`config.mk`:
```
export PLATFORM = sky130hd
export DESIGN_NAME = pat_mon_flat
export DESIGN_NICKNAME = d
export VERILOG_FILES = /design/src/rtl/pat_mon_if.sv /design/src/rtl/pat_mon.sv /design/src/flat_wrapper.sv
export SDC_FILE = /design/constraint.sdc
export NUM_CORES = 1
export LEC_CHECK = 0
export ABC_AREA = 1
export BUFFER_PORTS_ARGS = -buffer_cell sky130_fd_sc_hd__buf_2
export CORE_ASPECT_RATIO = 0.7
export CORE_MARGIN = 2
export CORE_UTILIZATION = 44
export CTS_CLUSTER_DIAMETER = 30
export DETAILED_ROUTE_END_ITERATION = 7
export GPL_ROUTABILITY_DRIVEN = 1
export HOLD_SLACK_MARGIN = 0.06
export PLACE_DENSITY = 0.73
export SLEW_MARGIN = 20
export SYNTH_ARGS = -nofsm -noshare
export SYNTH_HDL_FRONTEND = slang
export SYNTH_SLANG_ARGS = --single-unit
```
`constraint.sdc`:
```
create_clock -name clk -period 1.3 [get_ports clk]
set_input_delay 0.065 -clock clk [delete_from_list [all_inputs] [get_ports clk]]
set_output_delay 0.065 -clock clk [all_outputs]
set_load 0.05 [all_outputs]
```
`src/rtl/pat_mon_if.sv`:
```
// pat_mon_if: beat input and monitor status bundle for pat_mon
interface pat_mon_if #(
  parameter int ERR_W = 8,
  parameter int FRM_W = 8
);
  logic             en_in;
  logic [2:0]       d_in;
  logic             locked;
  logic             err;
  logic [ERR_W-1:0] err_cnt;
  logic [FRM_W-1:0] frm_cnt;
  logic [1:0]       state;
  modport master (output en_in, d_in, input locked, err, err_cnt, frm_cnt, state);
  modport slave  (input en_in, d_in, output locked, err, err_cnt, frm_cnt, state);
endinterface

```
`src/rtl/pat_mon.sv`:
```
// pat_mon: checks a 4-beat 001,011,100,010 pattern stream, counting errors and good frames
// Optional frame counter enabled by defining PAT_MON_FRAME_CNT_EN (otherwise frm_cnt is tied to zero).
module pat_mon #(
  parameter int ERR_W = 8,
  parameter int FRM_W = 8
) (
  input logic      clk,
  input logic      rst,
  pat_mon_if.slave bus
);
  typedef enum logic [1:0] {IDLE = 2'b00, ACQ = 2'b01, LOCK = 2'b10} state_t;
  state_t           state_q, state_d;
  logic [1:0]       idx_q, idx_d;
  logic             err_q, err_d;
  logic [ERR_W-1:0] err_cnt_q, err_cnt_d;
  logic [2:0]       exp_d;
  logic             match, frame_done;
  always_comb begin
    exp_d = idx_q == 2'd0 ? 3'b001 : idx_q == 2'd1 ? 3'b011 : idx_q == 2'd2 ? 3'b100 : 3'b010;
    match = bus.d_in == exp_d;
    frame_done = bus.en_in && match && idx_q == 2'd3;
    err_d = bus.en_in ? !match : bus.d_in != 3'b000;
    err_cnt_d = err_d && !(&err_cnt_q) ? err_cnt_q + 1'b1 : err_cnt_q;
    state_d = !bus.en_in ? IDLE : !match ? ACQ : frame_done ? LOCK : state_q == IDLE ? ACQ : state_q;
    // a stray 001 is the start of a frame, so resync straight to index 1
    idx_d = !bus.en_in ? 2'd0 : match ? idx_q + 2'd1 : {1'b0, bus.d_in == 3'b001};
  end
  always_ff @(posedge clk) begin
    if (rst) begin
      state_q   <= IDLE;
      idx_q     <= 2'd0;
      err_q     <= 1'b0;
      err_cnt_q <= '0;
    end else begin
      state_q   <= state_d;
      idx_q     <= idx_d;
      err_q     <= err_d;
      err_cnt_q <= err_cnt_d;
    end
  end
  assign bus.state   = state_q;
  assign bus.locked  = state_q == LOCK;
  assign bus.err     = err_q;
  assign bus.err_cnt = err_cnt_q;
`ifdef PAT_MON_FRAME_CNT_EN
  logic [FRM_W-1:0] frm_cnt_q, frm_cnt_d;
  always_comb frm_cnt_d = frame_done && !(&frm_cnt_q) ? frm_cnt_q + 1'b1 : frm_cnt_q;
  always_ff @(posedge clk) begin
    if (rst) frm_cnt_q <= '0;
    else frm_cnt_q <= frm_cnt_d;
  end
  assign bus.frm_cnt = frm_cnt_q;
`else
  assign bus.frm_cnt = {FRM_W{1'b0}};
`endif
endmodule

```
`src/flat_wrapper.sv`:
```
// flat-port wrapper written by rule: the top's interface ports become plain ports
module pat_mon_flat 
#(
  parameter int ERR_W = 8,
  parameter int FRM_W = 8
)
  (clk, rst, bus_en_in, bus_d_in, bus_locked, bus_err, bus_err_cnt, bus_frm_cnt, bus_state);
  pat_mon_if #(.ERR_W(ERR_W), .FRM_W(FRM_W)) bus_i ();
  input logic clk;
  input logic rst;
  input wire logic [$bits(bus_i.en_in)-1:0] bus_en_in;
  input wire logic [$bits(bus_i.d_in)-1:0] bus_d_in;
  output wire logic [$bits(bus_i.locked)-1:0] bus_locked;
  output wire logic [$bits(bus_i.err)-1:0] bus_err;
  output wire logic [$bits(bus_i.err_cnt)-1:0] bus_err_cnt;
  output wire logic [$bits(bus_i.frm_cnt)-1:0] bus_frm_cnt;
  output wire logic [$bits(bus_i.state)-1:0] bus_state;
  assign bus_i.en_in = bus_en_in;
  assign bus_i.d_in = bus_d_in;
  assign bus_locked = bus_i.locked;
  assign bus_err = bus_i.err;
  assign bus_err_cnt = bus_i.err_cnt;
  assign bus_frm_cnt = bus_i.frm_cnt;
  assign bus_state = bus_i.state;
  pat_mon #(.ERR_W(ERR_W), .FRM_W(FRM_W)) u_core (.clk(clk), .rst(rst), .bus(bus_i));
endmodule
```
==> impl_metrics.csv, run 1 <==
group,metric,value,unit
final_layout,diodes,0,
synth,synth_top_family_by_area,"simple AND/OR/NAND/NOR gates",
timing,hold_slack,0.0562,ns
worst_setup_path,cp.arrival,1.68,ns
synth,ys_warn_count,0,
worst_setup_path,r2r_start,"u_core.idx_q[0]",
synth,syn_area,848,sq um
hold_path,worstHoldStart,"rst",
timing,grt_setup_unrepaired,"true",
clocking,cts_tree,"built",
route,wl_per_cell,13.3,microns
route,dr.pass1.iters,4,
final_layout,final_area,0.00118,sq mm
die,start_util,0.462,
hold_path,holdPathStages,2,
worst_setup_path,critPathLaunchType,"register",
die,num_rows,13,
worst_setup_path,r2r_cells,8,
clocking,clockBufferDepth,2,
global_routing,antenna_found_initial,0,
route,ant_nets,0,
worst_setup_path,r2r_slack,-0.16,ns
hold_path,whs_endpoint,"u_core.bus.err_cnt[3]",
placed_design,dp_hpwl,1520,microns
clocking,root_buffer,"clkbuf_4",
timing,max_freq,683,MHz
die,die_h,40.7,microns
worst_setup_path,cp-end-kind,"register",
clocking,numCtsBuffers,3,
worst_setup_path,rr_endpoint,"u_core.bus.err_cnt[4]",
global_routing,grt_start_max_net_pins,11,
timing,setup_viol,13,
die,io_pins,26,
synth,synth_compound_area_frac,0.0708,
synth,synthSimpleGateAreaFrac,0.363,
clocking,cts_num_sinks,13,
final_layout,area_growth,38.6,%
synth,seq_area_frac_synth,0.307,
synth,yosysUniqueCellTypes,21,
final_layout,fin_util,0.640,
power,p_total,0.947,mW
clocking,insertion_delay,0.29,ns
run_status,violations,"setup timing",
timing,slew_violations,0,
route,drt-initial-drc-count,52,
run_status,status,"finished with violations",
final_layout,fin_cells,171,
synth,synth_fa_ha_area_frac,0.0737,
global_routing,overflow,0,
global_routing,grt_pass1_wl,3440,microns
synth,muxShareOfSynthArea,0,
worst_setup_path,worstPathRequired,1.52,ns
worst_setup_path,worstPathMaxFanout,5,
flow_run,maxCapViolCount,0,
power,p_leak,0.553,nW
die,die_w,56.5,microns
route,drt-vias-per-instance,5.18,
die,core_area,0.00184,sq mm
route,vias,886,
route,drc,0,
clocking,htreeDepth,1,
power,peakVddDrop,535,uV
route,wl,2280,microns
timing,min_period,1.46,ns
global_routing,grt_pass1_vias,717,
placed_design,gp_congestion,0.786,
placed_design,pre_cts_ws,-0.196,ns
synth,synth_xor_xnor_area_share,0.0310,
die,die_area,0.00230,sq mm
final_layout,layout_common_cells,"nand2_1 (23), buf_2 (17), inv_1 (13), nor2_1 (12), conb_1 (8)",
synth,syn_avg_cell_area,6.95,sq um
placed_design,portBuffers,17,
timing,clock-skew-final,0.00578,ns
timing,fin_ws,-0.163,ns
global_routing,grt_usage,0.205,
timing,fin_tns_setup,-1.42,ns
placed_design,place_area,0.00100,sq mm
timing,period_share,1.13,
placed_design,dp_cells,160,
final_layout,drive_gt1_frac,0.443,
power,power.density,806,mW/mm^2
timing,hold_viol_final,0,
synth,ys_ff_latch,13,
synth,syn_inst,122,
final_layout,mostFrequentLayoutCell,"nand2_1",
hold_path,hold_class,"in2reg",
final_layout,fillers,158,
worst_setup_path,critical_path_class,"reg2reg",
final_layout,fin_nets,161,
clocking,clkTransAtPathRegs,0.08,ns
==> flip-flops by register name, indices dropped and copies added, names as in the netlist <==
name                count
u_core.bus.state        2
u_core.bus.err_cnt      8
u_core.idx_q            2
u_core.bus.err          1
==> cell type report <==
| class | instances | area, sq um | area share |
|---|---|---|---|
| sequential | 13 | 284 | 0.241 |
| clock inverter | 1 | 5.00 | 0.00426 |
| clock buffer | 3 | 22.5 | 0.0191 |
| multi-input combinational | 92 | 633 | 0.538 |
| inverter | 17 | 71.3 | 0.0606 |
| tap | 22 | 27.5 | 0.0234 |
| timing repair buffer | 23 | 133 | 0.113 |
==> worst max-delay path by stage <==
stage,from,to
after floorplan,u_core.idx_q[0],u_core.bus.err_cnt[2]
after global placement,u_core.idx_q[0],u_core.bus.err_cnt[1]
after detailed placement,u_core.idx_q[0],u_core.bus.err_cnt[1]
after CTS,u_core.idx_q[1],u_core.bus.err_cnt[3]
after global routing,u_core.idx_q[0],u_core.bus.err_cnt[0]
final,u_core.idx_q[0],u_core.bus.err_cnt[4]
==> repair_timing <==
item,in CTS,in global routing
setup buffers,3,1
cloned,2,0
hold buffers,0,1
pin swaps,9,7
hold endpoints to repair,0,1
resized for setup,17,7
setup endpoints to repair,11,13
==> layer usage <==
| layer | GRT usage | vias up | part of all wire |
|---|---|---|---|
| li1 | - | 437 | - |
| met1 | 0.275 | 400 | 0.47 |
| met2 | 0.320 | 41 | 0.45 |
| met3 | 0.0694 | 8 | 0.065 |
| met4 | 0.0536 | 0 | 0.012 |
| met5 | 0 | - | 0 |
==> worst max-delay path, stage by stage, from the launching register on <==
cell and delay (ns):
dfxtp_4 0.40, inv_6 0.05, ha_4 0.16, o21ai_2 0.13, nand2_2 0.11, buf_4 0.15
nand3_4 0.08, nand4_1 0.14, a21oi_2 0.16
==> synth_stat cells <==
master / n / area, sq um
a21oi_1: 8 / 40.0
buf_1: 1 / 3.75
buf_4: 8 / 60.1
conb_1: 1 / 3.75
dfxtp_1: 13 / 260
ha_1: 5 / 62.6
inv_1: 16 / 60.1
inv_2: 1 / 3.75
nand2_1: 30 / 113
nand3_1: 6 / 30.0
nand3_2: 1 / 10.0
nand3_4: 1 / 17.5
nand4_1: 6 / 37.5
nand4_2: 1 / 12.5
nand4_4: 1 / 21.3
nor2_1: 13 / 48.8
nor2_2: 2 / 12.5
nor3_1: 1 / 5.00
o21ai_0: 4 / 20.0
xnor2_1: 2 / 17.5
xor2_1: 1 / 8.76
==> power breakdown <==
| part | total, mW | switching (mW) | internal, mW |
|---|---|---|---|
| Clock | 0.256 | 0.141 | 0.115 |
| Combinational | 0.260 | 0.189 | 0.0709 |
| Sequential | 0.432 | 0.0200 | 0.412 |
| Total | 0.947 | 0.350 | 0.597 |
==> kinds of logic after synthesis <==
family | Yosys count
flops | 13
compound gates | 12
xor+xnor | 3
simple gates | 62
buf+inv | 26
fa+ha+maj | 5
other cells | 1
Note: power is estimated with default switching activity, not from simulation.
==> inputs of run 2 (changes only) <==
==> constraint.sdc (replaced) <==
create_clock -name clk -period 1.3 [get_ports clk]
set_input_delay 0.26 -clock clk [delete_from_list [all_inputs] [get_ports clk]]
set_output_delay 0.26 -clock clk [all_outputs]
set_load 0.05 [all_outputs]
==> impl_metrics.csv, run 2 (synthesis gave the netlist of run 1 again) <==
group,metric,value,unit
power,power.density,804,mW/mm^2
final_layout,largest_reg_flops,8,
final_layout,mostFrequentLayoutCell,"nand2_1",
global_routing,antenna_found_initial,0,
clocking,cts_tree,"built",
timing,setup_viol,13,
clocking,clockBufferDepth,2,
final_layout,fin_nets,160,
worst_setup_path,cp-end-kind,"register",
timing,slew_violations,0,
final_layout,drive_gt1_frac,0.446,
worst_setup_path,worstPathRequired,1.52,ns
placed_design,place_area,0.00100,sq mm
clocking,cts_num_sinks,13,
route,drt-vias-per-instance,5.12,
route,drc,0,
clocking,numCtsBuffers,3,
route,wl_per_cell,13.3,microns
power,p_leak,0.549,nW
timing,fin_tns_setup,-1.39,ns
timing,clock-skew-final,0.00523,ns
die,die_w,56.5,microns
clocking,root_buffer,"clkbuf_4",
timing,period_share,1.12,
placed_design,dp_hpwl,1520,microns
final_layout,final_area,0.00117,sq mm
global_routing,grt_pass1_vias,717,
hold_path,worstHoldStart,"rst",
power,p_total,0.945,mW
clocking,cts_hold_buffers,0,
hold_path,hold_class,"in2reg",
power,peakVddDrop,529,uV
worst_setup_path,rr_endpoint,"u_core.bus.err_cnt[4]",
route,dr.pass1.iters,4,
clocking,clkTransAtPathRegs,0.08,ns
global_routing,overflow,0,
worst_setup_path,r2r_cells,8,
worst_setup_path,cp.arrival,1.67,ns
route,vias,871,
die,io_pins,26,
final_layout,fin_util,0.639,
worst_setup_path,r2r_start,"u_core.idx_q[0]",
global_routing,grt_start_max_net_pins,11,
route,drt-initial-drc-count,43,
placed_design,portBuffers,17,
timing,hold_viol_final,0,
die,start_util,0.462,
worst_setup_path,r2r_slack,-0.16,ns
placed_design,gp_congestion,0.786,
timing,max_freq,686,MHz
timing,grt_setup_unrepaired,"true",
placed_design,pre_cts_ws,-0.196,ns
route,ant_nets,0,
die,die_area,0.00230,sq mm
timing,fin_ws,-0.158,ns
hold_path,whs_endpoint,"u_core.bus.err_cnt[4]",
flow_run,maxCapViolCount,0,
worst_setup_path,critPathLaunchType,"register",
die,num_rows,13,
run_status,status,"finished with violations",
global_routing,grt_usage,0.205,
final_layout,diodes,0,
clocking,insertion_delay,0.28,ns
die,die_h,40.7,microns
route,wl,2250,microns
worst_setup_path,critical_path_class,"reg2reg",
final_layout,area_growth,38.5,%
global_routing,grt_pass1_wl,3440,microns
clocking,htreeDepth,1,
worst_setup_path,worstPathMaxFanout,5,
final_layout,layout_common_cells,"nand2_1 (23), buf_2 (15), inv_1 (13), nor2_1 (12), conb_1 (8)",
hold_path,holdPathStages,2,
timing,min_period,1.46,ns
die,core_area,0.00184,sq mm
run_status,violations,"setup timing",
run 2: cell count changes in the layout (fill, tap and decap cells not counted), sizes merged:
cell	previous run	this run
dlygate4sd3	1	0
clkbuf	3	4
buf	22	21
run 2: worst max-delay path, cell delays in order (launching register included):
cell     delay, ns
dfxtp_4       0.40
inv_6         0.05
ha_4          0.16
o21ai_2       0.13
nand2_2       0.11
buf_4         0.15
nand3_4       0.08
nand4_1       0.13
a21oi_2       0.16
run 2: timing repair:
item,in CTS,in global routing
pin swaps,9,7
cloned,2,0
buffers inserted,3,1
resized for setup,18,9
setup endpoints to repair,12,15
hold endpoints to repair,0,0
run 2: where the power goes:
part | switching, mW | leakage, nW | internal [mW]
logic | 0.189 | 0.419 | 0.0709
clock network | 0.139 | 0.0177 | 0.114
registers | 0.0200 | 0.112 | 0.412
run 2: area by class of cell:
class / count / area [sq um]
fillers: 158 / 663
repair buffers: 22 / 131
flip-flops and latches: 13 / 284
well taps: 22 / 27.5
multi-input cells: 92 / 633
clock inverters: 1 / 5.00
clock buffers: 3 / 22.5
inverters: 17 / 71.3
run 2: metrics by stage:
stage,hold WS (ns),cells
after CTS,0.255,169
after global placement,0.484,160
after global routing,0.252,170
after floorplan,0.415,129
after detailed placement,0.487,160
final,0.266,170
run 2: how the worst max path moves through the flow:
stage	startpoint	endpoint	cells after the start
4_1_cts	u_core.idx_q[1]	u_core.bus.err_cnt[3]	9
6_report	u_core.idx_q[0]	u_core.bus.err_cnt[4]	8
3_5_place_dp	u_core.idx_q[0]	u_core.bus.err_cnt[1]	9
5_1_grt	u_core.idx_q[0]	u_core.bus.err_cnt[0]	9
2_1_floorplan	u_core.idx_q[0]	u_core.bus.err_cnt[2]	9
3_3_place_gp	u_core.idx_q[0]	u_core.bus.err_cnt[1]	9
run 2: metal layers:
metal | share of wire | GRT usage | wire length (microns) | vias to the layer above
li1 | - | - | - | 437
met2 | 0.45 | 0.320 | 1020 | 43
met5 | 0 | 0 | 0 | -
met1 | 0.48 | 0.275 | 1070 | 389
met3 | 0.065 | 0.0694 | 147 | 2
met4 | 0.0035 | 0.0536 | 8 | 0
